## config.mk

```make
export PLATFORM = sky130hd
export DESIGN_NAME = mcpu_imm_emitter
export DESIGN_NICKNAME = d
export VERILOG_FILES = /design/src/rtl/mcpu_pkg.sv /design/src/rtl/mcpu_imm_len.sv /design/src/rtl/mcpu_imm_emitter.sv
export SDC_FILE = /design/constraint.sdc
export NUM_CORES = 1
export LEC_CHECK = 0
export BUFFER_PORTS_ARGS = -buffer_cell sky130_fd_sc_hd__buf_4
export CORE_MARGIN = 3
export CORE_UTILIZATION = 48
export CTS_BUF_LIST = sky130_fd_sc_hd__clkbuf_16
export DETAILED_ROUTE_END_ITERATION = 10
export GPL_TIMING_DRIVEN = 0
export PLACE_DENSITY = 0.77
export SLEW_MARGIN = 20
export SYNTH_ARGS = -nofsm -noshare
export SYNTH_HDL_FRONTEND = slang
export SYNTH_SLANG_ARGS = --single-unit
export TNS_END_PERCENT = 100
```

## constraint.sdc

```tcl
create_clock -name clk -period 2.46 [get_ports clk]
set_clock_uncertainty 0.2 [all_clocks]
set_input_delay 0.123 -clock clk [delete_from_list [all_inputs] [get_ports clk]]
set_output_delay 0.123 -clock clk [all_outputs]
set_load 0.05 [all_outputs]
```

## src/rtl/mcpu_pkg.sv

```systemverilog
`timescale 1ns/1ps
// MCPU instruction field layout, destination codes and emitter state encoding.
// Shared by the immediate emitter and its length helper.
package mcpu_pkg;

  localparam int IMM_BIT  = 7;
  localparam int COND_BIT = 6;
  localparam int DST_LSB  = 3;
  localparam int DST_W    = 3;
  localparam int SRC_LSB  = 0;
  localparam int SRC_W    = 3;

  localparam logic [SRC_W-1:0] SRC_IMM = 3'b011;

  localparam logic [DST_W-1:0] DST_PC    = 3'd0;
  localparam logic [DST_W-1:0] DST_ADDR  = 3'd1;
  localparam logic [DST_W-1:0] DST_RAM   = 3'd2;
  localparam logic [DST_W-1:0] DST_ALU_A = 3'd3;
  localparam logic [DST_W-1:0] DST_ALU_B = 3'd4;
  localparam logic [DST_W-1:0] DST_I     = 3'd5;
  localparam logic [DST_W-1:0] DST_J     = 3'd6;
  localparam logic [DST_W-1:0] DST_K     = 3'd7;

  typedef enum logic [1:0] {
    ST_IDLE = 2'd0,
    ST_IMM  = 2'd1,
    ST_MOV  = 2'd2
  } state_e;

  // 7-bit payload of IMM chunk idx; chunk 4 only carries the top nibble.
  function automatic logic [6:0] imm_chunk(input logic [31:0] value, input logic [2:0] idx);
    logic [6:0] c;
    case (idx)
      3'd0:    c = value[6:0];
      3'd1:    c = value[13:7];
      3'd2:    c = value[20:14];
      3'd3:    c = value[27:21];
      3'd4:    c = {3'b000, value[31:28]};
      default: c = 7'd0;
    endcase
    return c;
  endfunction

endpackage

```

## src/rtl/mcpu_imm_len.sv

```systemverilog
`timescale 1ns/1ps
// Minimal IMM chunk count (1..5) for a 32-bit value; purely combinational.
// Finds the most significant non-zero 7-bit group; zero still needs one chunk.
module mcpu_imm_len (
  input  logic [31:0] value,
  output logic [2:0]  n_chunks
);

  always_comb begin
    if (|value[31:28])      n_chunks = 3'd5;
    else if (|value[27:21]) n_chunks = 3'd4;
    else if (|value[20:14]) n_chunks = 3'd3;
    else if (|value[13:7])  n_chunks = 3'd2;
    else                    n_chunks = 3'd1;
  end

endmodule

```

## src/rtl/mcpu_imm_emitter.sv

```systemverilog
`timescale 1ns/1ps
// Emits IMM chunks (MSB first) plus one MOV per request, each tagged with its program address.
// First byte one cycle after accept; out_byte/out_addr hold while out_ready is low.
module mcpu_imm_emitter
  import mcpu_pkg::*;
#(
  parameter int ADDR_W = 32
) (
  input  logic              clk,
  input  logic              reset,
  input  logic              addr_load,
  input  logic [ADDR_W-1:0] addr_value,
  input  logic              req_valid,
  output logic              req_ready,
  input  logic [31:0]       req_value,
  input  logic [2:0]        req_dst,
  input  logic              req_cond,
  output logic              out_valid,
  input  logic              out_ready,
  output logic [7:0]        out_byte,
  output logic [ADDR_W-1:0] out_addr,
  output logic              done
);

  state_e            state_q, state_d;
  logic [31:0]       value_q, value_d;
  logic [2:0]        dst_q, dst_d;
  logic              cond_q, cond_d;
  logic [2:0]        idx_q, idx_d;
  logic [ADDR_W-1:0] addr_q, addr_d;
  logic [2:0]        n_chunks;

  mcpu_imm_len u_len (
    .value    (req_value),
    .n_chunks (n_chunks)
  );

  always_comb begin
    state_d = state_q;
    value_d = value_q;
    dst_d   = dst_q;
    cond_d  = cond_q;
    idx_d   = idx_q;
    addr_d  = addr_q;
    case (state_q)
      ST_IDLE: begin
        // Load takes effect before the accept, so the first byte lands at addr_value.
        if (addr_load) addr_d = addr_value;
        if (req_valid) begin
          value_d = req_value;
          dst_d   = req_dst;
          cond_d  = req_cond;
          idx_d   = n_chunks - 3'd1;
          state_d = ST_IMM;
        end
      end
      ST_IMM: begin
        if (out_ready) begin
          addr_d = addr_q + ADDR_W'(1);
          if (idx_q == 3'd0) state_d = ST_MOV;
          else               idx_d   = idx_q - 3'd1;
        end
      end
      ST_MOV: begin
        if (out_ready) begin
          addr_d  = addr_q + ADDR_W'(1);
          state_d = ST_IDLE;
        end
      end
      default: state_d = ST_IDLE;
    endcase
  end

  always_ff @(posedge clk) begin
    if (!reset) begin
      state_q <= ST_IDLE;
      value_q <= '0;
      dst_q   <= '0;
      cond_q  <= 1'b0;
      idx_q   <= '0;
      addr_q  <= '0;
    end else begin
      state_q <= state_d;
      value_q <= value_d;
      dst_q   <= dst_d;
      cond_q  <= cond_d;
      idx_q   <= idx_d;
      addr_q  <= addr_d;
    end
  end

  always_comb begin
    out_byte = 8'h00;
    case (state_q)
      ST_IMM:  out_byte = {1'b1, imm_chunk(value_q, idx_q)};
      ST_MOV:  out_byte = {1'b0, cond_q, dst_q, SRC_IMM};
      default: out_byte = 8'h00;
    endcase
  end

  assign req_ready = (state_q == ST_IDLE);
  assign out_valid = (state_q == ST_IMM) || (state_q == ST_MOV);
  assign out_addr  = addr_q;
  assign done      = (state_q == ST_MOV) && out_ready;

endmodule

```

==> flow_metrics.env <==
export IMPL_netlist_instances=548
export IMPL_route_antenna_remaining_nets=0
export IMPL_area_delta_synth_final_pct=52.2
export IMPL_std_cell_rows=33
export IMPL_detail_route_wirelength_mm=15.5
export IMPL_min_delay_path_class="input pin to flop"
export IMPL_internal_power_mw=4.51
export IMPL_slew_headroom_pct=50.2
export IMPL_floorplan_io_pins=116
export IMPL_yosysWarnings=0
export IMPL_final_nets=822
export IMPL_worstPathRequired_ns=2.52
export IMPL_grt_max_degree=14
export IMPL_final_cell_mix="125 x buf_4, 113 x nand2_1, 67 x dfxtp_1"
export IMPL_floorplan_initialDensity_pct=49.7
export IMPL_grt_pass1_vias=5048
export IMPL_fp_coreArea_um2=8300
export IMPL_fraction_of_final_layout_cells_sized_beyond_drive_strength_1_pct=26.2
export IMPL_max_cap_viol_count=0
export IMPL_die_width_um=98.7
export IMPL_drt_pre_antenna_iters=9
export IMPL_final_hold_worst_slack_ns=0.00240
export IMPL_cts_buffers_inserted=9
export IMPL_clock_slew_at_reported_path_ffs_ns=0.07
export IMPL_hold_viol=0
export IMPL_failed_checks="DRC"
export IMPL_post_synth_cell_types=54
export IMPL_grt_pass1_wl_mm=24.0
export IMPL_crit_path_max_fanout=4
export IMPL_power_share_switching_pct=49.0
export IMPL_max_clock_path_buffers=2
export IMPL_cts_root_buffer="clkbuf_16"
export IMPL_post_drt_wl_per_cell_um=18.3
export IMPL_status="complete, but fails checks"
export IMPL_place_gp_congestion=0.942
export IMPL_synth_cell_area_um2=4130
export IMPL_yosysSeqAreaShare_pct=35.4
export IMPL_first_iter_violations=471
export IMPL_vdd_ir_drop_max_uv=572
export IMPL_timing_critical_path_to_type="flop"
export IMPL_crit_arrival_ns=2.50
export IMPL_leakage_component_of_the_power_nw=2.59
export IMPL_numClockSinks=73
export IMPL_final_slew_violations=0
export IMPL_antenna_cells_inserted=0
export IMPL_criticalPathCategory="flop to flop"
export IMPL_insertion_delay_ns=0.34
export IMPL_grtUsageTotal_pct=30.5
export IMPL_detailed_route_via_count=5191
export IMPL_commonest_non_fill_non_tap_cell_in_the_layout="buf_4"
export IMPL_synth_seq_cells=73
export IMPL_async_reset_ff_share_pct=0
export IMPL_timing_worst_slew_pin_value_ns=0.747
export IMPL_layout_min_cycle_time_ns=2.45
export IMPL_switching_power_mw=4.33
export IMPL_max_freq_mhz=409
export IMPL_place_hpwl_mm=10.2
export IMPL_overflow_left_after_global_routing=0
export IMPL_drt_drc_violations_left=1
export IMPL_grt_setup_unrepaired="true"
export IMPL_setup_crit_start_kind="flop"
export IMPL_min_period_over_period_pct=99.4
export IMPL_share_comb_of_total_power_pct=58.5
export IMPL_synth_edf_count=0
export IMPL_tritoncts="done"
export IMPL_mappedNetlistNets=632
export IMPL_n_fill_cell=587
export IMPL_die_outline_area_um2=9740
export IMPL_post_syn_area_per_cell_um2=7.53
export IMPL_report_power_total_mw=8.83
export IMPL_number_of_antenna_violations_at_the_first_check_in_global_routing=0
export IMPL_setup_viol=0
export IMPL_fraction_of_power_consumed_by_the_clock_network_pct=17.5
export IMPL_cts_htree_levels=3
export IMPL_power_density_cell_area_nw_per_um2=1410
export IMPL_synthFlopType="dfxtp_1"
export IMPL_buffer_ports_inserted=115
export IMPL_viasPerCell=6.12
export IMPL_pwr_share_seq_pct=24.0
export IMPL_dieHeight_um=98.7
[power groups by stage]
stage / clock [mW] / combinational, mW / sequential, mW
6_report: 1.55 / 5.17 / 2.12
5_1_grt: 1.59 / 5.50 / 2.17
2_1_floorplan: 0 / 2.60 / 2.75
3_3_place_gp: 0 / 4.51 / 2.07
3_5_place_dp: 0 / 4.61 / 2.09
4_1_cts: 1.53 / 4.86 / 2.07
[worst paths after layout]
path                                              start                        end  slack, ns  depth (start not counted)
worst max register to register  state_q[1]$_SDFFE_PN0P_  out_addr[28]$_SDFFE_PN0P_       0.01                          7
worst max-delay path            state_q[1]$_SDFFE_PN0P_  out_addr[28]$_SDFFE_PN0P_       0.01                          7
worst min-delay path                      addr_value[6]   out_addr[6]$_SDFFE_PN0P_      0.002                          4
worst min register to register  value_q[7]$_SDFFE_PN0P_    value_q[7]$_SDFFE_PN0P_       0.26                          2
[state kept, by name (all words and copies together), names as in the netlist]
| name | count |
|---|---|
| idx_q | 3 |
| cond_q | 1 |
| state_q | 2 |
| out_addr | 32 |
| value_q | 32 |
| dst_q | 3 |
[what timing repair did]
| item | in CTS | in global routing |
|---|---|---|
| pin swaps | 1 | 8 |
| hold endpoints to repair | 56 | 0 |
| setup buffers | 1 | 9 |
| setup endpoints to repair | 37 | 23 |
| resized for setup | 18 | 26 |
| cloned | 0 | 1 |
| hold buffers | 56 | 0 |
[per-layer routing]
metal / GRT usage, % / wire (um) / vias up
met5: 0 / 0 / -
met4: 12.8 / 473 / 0
met3: 6.02 / 1580 / 58
met2: 54.0 / 7630 / 343
met1: 35.7 / 5800 / 2393
li1: - / - / 2397
[worst max-delay path, stage by stage (launching register included)]
cell	delay, ns
dfxtp_4	0.36
inv_2	0.05
ha_4	0.29
inv_4	0.05
or4_4	0.55
or2_4	0.29
or4_4	0.47
o211ai_1	0.09
[synthesized netlist by cell type (12+ instances only)]
cell	instances	area (um2)
inv_1	13	48.8
clkbuf_1	25	93.8
o21ai_0	21	105
a22oi_1	16	120
dfxtp_1	73	1460
nand2_1	113	424
a21oi_1	58	290
nor3_1	12	60.1
a31oi_1	12	75.1
nand3_1	23	115
mux2i_1	12	120
nor2_1	35	131
[stage by stage]
stage	utilization (%)	std cells	TNS, ns	area, um2	setup WS, ns
global placement	62.1	768	-12.04	5150	-0.665
detailed placement	62.2	768	-9.03	5160	-0.460
global route	75.6	848	-0.172	6280	-0.0615
CTS	73.8	841	0	6130	0.000895
floorplan	-	548	0	4160	0.0303
finish	75.6	848	0	6280	0.0140
[cell families after synthesis]
| family | Yosys count | share of synthesized area, % |
|---|---|---|
| buffers and inverters | 47 | 4.67 |
| AO/OA/AOI/OAI | 165 | 26.8 |
| XOR/XNOR | 1 | 0.212 |
| flip-flops | 73 | 35.4 |
| AND/OR/NAND/NOR | 239 | 26.7 |
| adder cells (fa/ha/maj) | 11 | 3.34 |
| multiplexers | 12 | 2.91 |
[cell type report]
cell class                 instances  area, um2  area share [%]
clock buffer                       9        225            3.59
multi-input combinational        428       2570            41.0
clock inverter                     7        118            1.87
timing repair buffer             182       1530            24.3
buffer                            31        171            2.73
sequential                        73       1480            23.5
tap                              105        131            2.09
inverter                          13       53.8           0.857
Power figures use the tool's default switching activity.
